--- src/rtl/bird_motion_ctrl.sv ---
// bird_motion_ctrl: sequences the flappy-bird height counter.
// A flap starts a rise of FLAP_STEPS inc pulses. A hover of HOVER_TICKS
// ticks follows, then a fall whose dec pulses speed up from FALL_DLY0
// ticks apart down to one tick apart. Reaching the ground or a pipe
// collision ends the game, and restart returns to IDLE.
module bird_motion_ctrl #(
  parameter int b           = 4,
  parameter int m           = 14,
  parameter int TICK_CYCLES = 4,
  parameter int FLAP_STEPS  = 3,
  parameter int HOVER_TICKS = 2,
  parameter int FALL_DLY0   = 3
) (
  input  logic         clk,
  input  logic         rst,
  input  logic         flap,
  input  logic         crash,
  input  logic         restart,
  input  logic [b-1:0] cnt,
  output logic         inc,
  output logic         dec,
  output logic         playing,
  output logic         dead
);

  localparam int PW = (TICK_CYCLES > 1) ? $clog2(TICK_CYCLES) : 1;
  localparam int RW = $clog2(FLAP_STEPS + 1);
  localparam int HW = $clog2(HOVER_TICKS + 1);
  localparam int FW = $clog2(FALL_DLY0 + 1);

  localparam logic [PW-1:0] PRE_LAST = PW'(TICK_CYCLES - 1);
  localparam logic [RW-1:0] RISE_LD  = RW'(FLAP_STEPS);
  localparam logic [HW-1:0] HOV_LD   = HW'(HOVER_TICKS);
  localparam logic [FW-1:0] FALL_LD  = FW'(FALL_DLY0);
  localparam logic [b-1:0]  CEIL     = b'(m - 1);

  typedef enum logic [2:0] {IDLE, RISE, HOVER, FALL, DEAD} state_t;

  state_t        state;
  logic [PW-1:0] presc;
  logic          flap_q;
  logic [RW-1:0] rise_cnt;
  logic [HW-1:0] hov_cnt;
  logic [FW-1:0] fall_dly;
  logic [FW-1:0] wait_cnt;

  logic          tick;
  logic          flap_edge;
  logic          at_ceil;
  logic          at_ground;
  logic [FW-1:0] next_dly;

  assign tick      = (presc == PRE_LAST);
  assign flap_edge = flap & ~flap_q;
  assign at_ceil   = (cnt == CEIL);
  assign at_ground = (cnt == '0);
  // Fall spacing shrinks by one tick per step but never below one tick.
  assign next_dly  = (fall_dly > FW'(1)) ? fall_dly - FW'(1) : FW'(1);

  assign playing = (state == RISE) || (state == HOVER) || (state == FALL);
  assign dead    = (state == DEAD);

  // Free-running motion tick prescaler.
  always_ff @(posedge clk or negedge rst) begin
    if (!rst)                presc <= '0;
    else if (presc == PRE_LAST) presc <= '0;
    else                     presc <= presc + PW'(1);
  end

  // Previous flap level, so a held button counts as one flap.
  always_ff @(posedge clk or negedge rst) begin
    if (!rst) flap_q <= 1'b0;
    else      flap_q <= flap;
  end

  // Motion FSM. Per cycle: crash beats flap, flap beats the tick action.
  // inc/dec default low, so a crash also cancels a pulse from the same tick.
  always_ff @(posedge clk or negedge rst) begin
    if (!rst) begin
      state    <= IDLE;
      inc      <= 1'b0;
      dec      <= 1'b0;
      rise_cnt <= '0;
      hov_cnt  <= '0;
      fall_dly <= '0;
      wait_cnt <= '0;
    end else begin
      inc <= 1'b0;
      dec <= 1'b0;
      case (state)
        IDLE: begin
          if (flap_edge) begin
            state    <= RISE;
            rise_cnt <= RISE_LD;
          end
        end
        RISE: begin
          if (crash) begin
            state <= DEAD;
          end else if (flap_edge) begin
            rise_cnt <= RISE_LD;
          end else if (tick) begin
            // At the ceiling the step is consumed without a pulse.
            if (!at_ceil) inc <= 1'b1;
            rise_cnt <= rise_cnt - RW'(1);
            if (rise_cnt <= RW'(1)) begin
              state   <= HOVER;
              hov_cnt <= HOV_LD;
            end
          end
        end
        HOVER: begin
          if (crash) begin
            state <= DEAD;
          end else if (flap_edge) begin
            state    <= RISE;
            rise_cnt <= RISE_LD;
          end else if (tick) begin
            hov_cnt <= hov_cnt - HW'(1);
            if (hov_cnt <= HW'(1)) begin
              state    <= FALL;
              fall_dly <= FALL_LD;
              wait_cnt <= FALL_LD;
            end
          end
        end
        FALL: begin
          if (crash) begin
            state <= DEAD;
          end else if (flap_edge) begin
            state    <= RISE;
            rise_cnt <= RISE_LD;
          end else if (tick) begin
            if (wait_cnt <= FW'(1)) begin
              if (at_ground) begin
                state <= DEAD;
              end else begin
                dec      <= 1'b1;
                fall_dly <= next_dly;
                wait_cnt <= next_dly;
              end
            end else begin
              wait_cnt <= wait_cnt - FW'(1);
            end
          end
        end
        DEAD: begin
          if (restart) state <= IDLE;
        end
        default: state <= IDLE;
      endcase
    end
  end

endmodule

--- config.mk ---
export PLATFORM = sky130hd
export DESIGN_NAME = bird_motion_ctrl
export DESIGN_NICKNAME = d
export VERILOG_FILES = /design/src/rtl/bird_motion_ctrl.sv
export SDC_FILE = /design/constraint.sdc
export NUM_CORES = 1
export LEC_CHECK = 0
export CAP_MARGIN = 20
export CORE_MARGIN = 2
export CORE_UTILIZATION = 55
export DETAILED_ROUTE_END_ITERATION = 10
export PLACE_DENSITY_LB_ADDON = 0.08
export SYNTH_ARGS = -nofsm -noshare
export SYNTH_HDL_FRONTEND = slang
export SYNTH_SLANG_ARGS = --single-unit
--- constraint.sdc ---
create_clock -name clk -period 2.5 [get_ports clk]
set_input_delay 0.5 -clock clk [delete_from_list [all_inputs] [get_ports clk]]
set_output_delay 0.5 -clock clk [all_outputs]
set_load 0.01 [all_outputs]
Word level (Yosys, flattened, before mapping)
Index checks and enable logic that the tools add are counted.
{"block": "totals", "regBits": 16}
{"block": "classes", "addsub": 5, "magnitude_cmp": 4, "n_eq_ne": 32, "n_mux": 58, "n_bitwise": 2, "reduce_logical": 13}
{"cell": "$mux 2", "n": 27}
{"cell": "$mux 3", "n": 15}
{"cell": "$ne 2x2->1 const B", "n": 13}
{"cell": "$reduce_and 10->1", "n": 2}
{"cell": "$pmux 3 s5", "n": 1}
{"cell": "$ne 3x3->1 const B", "n": 4}
{"cell": "$ne 4x4->1 const B", "n": 3}
{"cell": "$pmux 2 s2", "n": 3}
{"cell": "$mux 1", "n": 11}
{"cell": "$reduce_and 9->1", "n": 1}
{"cell": "$ne 4x3->1 const B", "n": 2}
{"cell": "$reduce_and 8->1", "n": 1}
{"cell": "$sub 2x1->2 const B", "n": 4}
{"cell": "$eq 3x2->1 const B", "n": 2}
{"cell": "$le 2x1->1 const B", "n": 3}
{"cell": "$ne 2x1->1 const B", "n": 3}
{"cell": "$pmux 2 s3", "n": 1}
{"cell": "$eq 4x4->1 const B", "n": 1}
{"cell": "$logic_not 4->1", "n": 1}
{"cell": "$reduce_and 4->1", "n": 1}
{"cell": "$reduce_bool 2->1", "n": 2}
{"cell": "$eq 3x1->1 const B", "n": 1}
{"cell": "$eq 3x3->1 const B", "n": 1}
{"cell": "$logic_not 3->1", "n": 1}
{"cell": "9 further kinds", "n": 10}

Longest topological paths before layout
Gate-level depths: netlist (run 1).
{"block": "logic_depth", "ltp_word": 8, "depth_mapped": 7, "depth_no_buf": 7}

Least setup slack after synthesis (run 1)
Ideal clock, no wire load.
{"block": "synth_timing", "path_kind": "in2reg", "startpoint": "input port cnt[0]", "endpoint": "register state[0]", "setup_time_ps": 122, "arrival_time_ps": 1493, "path_slack_ps": 885, "cell_stages": 5, "n_path_buf": 0, "cell_sequence": "nor4_4 -> nor3b_4 -> a211o_1 -> nand2_1 -> a32o_1"}
{"block": "synth_via", "elab_chain_len": 3}
{"element": "from (decl)", "line": "19", "text": "input logic [b-1:0] cnt,"}
{"element": "$logic_not 4->1", "line": "56", "text": "assign at_ground = (cnt == '0);"}
{"element": "$ne 4x4->1 (no line)"}
{"element": "$reduce_and 10->1 (no line)"}
{"element": "to (signal assigned)", "line": "80", "text": "state <= IDLE;"}
{"element": "to (signal assigned)", "line": "93", "text": "state <= RISE;"}
{"element": "to (signal assigned)", "line": "99", "text": "state <= DEAD;"}
{"element": "to (decl)", "line": "39", "text": "state_t state;"}
No other way between the ends.
A chain may end at the register's enable or synchronous reset.

Worst setup path after layout (run 1)
{"block": "layout_timing", "startpoint": "register state[1]", "endpoint": "output port dead"}
{"block": "layout_via", "elab_chain_len": 1}
{"element": "$eq 3x3->1", "line": "61", "text": "assign dead = (state == DEAD);"}
{"element": "to (decl)", "line": "23", "text": "output logic dead"}
No other way between the ends.

==> metrics.txt, run 1 <==
Critical Path RT=around 2.0 ns; I/O Pins=13; chip height=46.6 um; largest net degree at the start of global routing=17; DR vias/cell=5.72; syn avg cell area=roughly 10 sq um; worst vdd ir=244 uV; commonest non-fill, non-tap cell in the layout=dfrtp_1; Max Fclk=448 MHz; Setup Crit Path Kind=reg2out; Netlist Area Pre-Place=~1000 sq um; Worst Max-Slew Pin Slew=0.719 ns; cts hold-fix bufs=0; routability cong.=0.903; share of the synthesized area in the top cell type=40.1%; Core Rows=15; area occupied by multi-input gates=~530 sq um; Yosys cell types=40; Finish-stage setup viols=0; Post-synth EDFFs=0; Max-slew headroom=51.9%; vias in the first global route=718; sequential element share of the synthesized area=40.1%; P_leak=0.460 nW; Synth area leader=dfrtp_1; max cap viols=0; Synth area leaders=dfrtp_1 40%, nor2_1 4.1%, ha_1 3.8%; Worst setup SP type=register; Synth-to-Final Area Change=13.9%; syn_nets=110; pwr/cell area=approximately 470 mW/mm^2; first-pass GRT wire length=3.25 mm; HP Class=reg2reg; chip width=46.6 um; synthesis-stage register bit count=16; final worst slack=0.268 ns; initial antenna violation count=0; total CTS buffers=3; CTS tree=yes; top_reg_cell synth=dfrtp_1; Final Non-Filler Cells=approximately 130; post-CTS sizing=0; nets@finish=123; Final min period=2.23 ns; I/O Buffers=12; post-synthesis cell count=98; final WL=1.98 mm; status=finished, final reports clean; unrepaired setup endpoints after global routing=false; Fin Setup TNS=0 ns; TritonRoute pass-1 iters=4; setup bufs post-CTS=0; Initial Util=roughly 58%; Syn. warnings=0; DRC viols=0; total grt overflow=0; crit share post-route=89.3%; register area=400 sq um; DP HPWL=1.45 mm; Total GRT Usage=21.5%; clock sinks=16; Routed wire per std cell=14.7 um; Post-Place Setup Slack=between 0.2 and 0.3 ns; most frequent cells in the layout=16 x dfrtp_1, 12 x clkdlybuf4s50_1, 11 x nor2_1, 7 x a21oi_1, 5 x nand2_1; placed cell count=131; drt initial violations=16; Worst Skew=0.00279 ns; DRT antenna net count=0; Reg clk slew, reported paths=about 0.090 ns; Root Buffer=clkbuf_4; Fin. Hold Viols=0; Async S/R FF share, synth=100%; proportion of layout cells with a drive suffix above 1=11.0%; fillcell total=around 150; CP Max Fanout=12; Clock Latency Late Sink=0.29 ns; Final Slew Violations=0; H-tree depth=1; clk buf depth=2; core footprint=0.00171 sq mm; Die ar.=0.00217 sq mm; CP Capture Type=output port; CP arrival=1.73 ns; antenna diode count=0; DR vias=767
==> where the power goes <==
part	internal (mW)	switching (mW)
logic	0.0564	0.0513
clock network	0.0562	0.0845
registers	0.270	0.0167
total	0.383	0.153
==> routing by layer <==
metal | routed length (um) | track usage [%]
met1 | 894 | 27.4
met5 | 0 | 0
met3 | 76 | 3.53
met2 | 979 | 36.7
met4 | 25 | 6.86
==> final cells by class <==
class	count	area share [%]
Inverter	5	2.86
Sequential cell	16	35.2
Tap cell	25	2.75
Timing Repair Buffer	12	10.6
Clock buffer	3	1.98
Multi-Input combinational cell	73	46.6
==> through the flow <==
| step | util (%) | area (sq um) | total power, mW | hold slack [ns] |
|---|---|---|---|---|
| 6_report | 66.6 | 1140 | 0.535 | 0.433 |
| 5_1_grt | 66.6 | 1140 | 0.560 | 0.459 |
| 4_1_cts | 66.6 | 1140 | 0.533 | 0.438 |
| 3_5_place_dp | 65.3 | 1110 | 0.399 | 0.424 |
| 3_3_place_gp | 65.3 | 1110 | 0.393 | 0.414 |
| 2_1_floorplan | - | 998 | 0.358 | 0.204 |
==> path summary, 6_finish.rpt <==
| path | from | to | slack, ns | cells after the start |
|---|---|---|---|---|
| worst max-delay path | state[1] | dead | 0.27 | 3 |
| worst max register to register | state[1] | wait_cnt[0] | 0.75 | 5 |
| worst min-delay path | presc[0] | presc[0] | 0.43 | 1 |
| worst min register to register | presc[0] | presc[0] | 0.43 | 1 |
| min in group asynchronous | rst | hov_cnt[1] | 0.63 | 1 |
| max in group asynchronous | rst | presc[0] | 1.42 | 1 |
==> registers in the layout, summed over array words and instances, names as in the netlist <==
register and cells:
rise_cnt 2, flap_q 1, fall_dly 2, wait_cnt 2
presc 2, hov_cnt 2, inc 1, state 3
dec 1
==> logic make-up after synthesis <==
group | Yosys count | share of synthesized area (%)
buf+inv | 9 | 6.77
fa+ha+maj | 3 | 3.76
compound gates | 30 | 21.8
mux | 4 | 4.14
simple gates | 36 | 23.4
flops | 16 | 40.1
==> Yosys cell counts (all sizes together), types with 2 or more instances <==
| library cell | instances |
|---|---|
| nor2b | 3 |
| a21oi | 7 |
| nor2 | 11 |
| ha | 3 |
| buf | 3 |
| nand2 | 5 |
| o21ai | 4 |
| a31oi | 2 |
| nand3 | 2 |
| a22o | 2 |
| a2bb2oi | 2 |
| inv | 4 |
| o22a | 3 |
| mux2i | 3 |
| nand2b | 4 |
| dfrtp | 16 |
| nor3 | 4 |
==> worst max-delay path, stage by stage (launching register included) <==
cell and delay (ns):
dfrtp_1 0.55, nor2_1 0.19, and2_1 0.16, clkdlybuf4s50_1 0.53
Power figures use the tool's default switching activity.
==> run 2: changes to the inputs <==
--- a/config.mk
+++ b/config.mk
@@ -5,7 +5,6 @@
 export SDC_FILE = /design/constraint.sdc
 export NUM_CORES = 1
 export LEC_CHECK = 0
-export CAP_MARGIN = 20
 export CORE_MARGIN = 2
 export CORE_UTILIZATION = 55
 export DETAILED_ROUTE_END_ITERATION = 10
==> results of run 2 <==
Same layout as run 1: the final DEF is identical, and so are final timing and power.
==> run 3: changes to the inputs <==
--- a/config.mk
+++ b/config.mk
@@ -8,6 +8,7 @@
 export CORE_MARGIN = 2
 export CORE_UTILIZATION = 55
 export DETAILED_ROUTE_END_ITERATION = 10
+export GPL_ROUTABILITY_DRIVEN = 1
 export PLACE_DENSITY_LB_ADDON = 0.08
 export SYNTH_ARGS = -nofsm -noshare
 export SYNTH_HDL_FRONTEND = slang
==> constraint.sdc (replaced) <==
create_clock -name clk -period 2.5 [get_ports clk]
set_input_delay 0.25 -clock clk [delete_from_list [all_inputs] [get_ports clk]]
set_output_delay 0.25 -clock clk [all_outputs]
set_load 0.01 [all_outputs]
==> results of run 3 <==
Same layout as run 1 (identical final DEF). Status: finished, final reports clean.
Among the figures that moved: setup slack after placement 0.290 ns -> 0.540 ns; setup slack after layout 0.268 ns -> 0.518 ns; hold slack 0.433 ns -> 0.378 ns
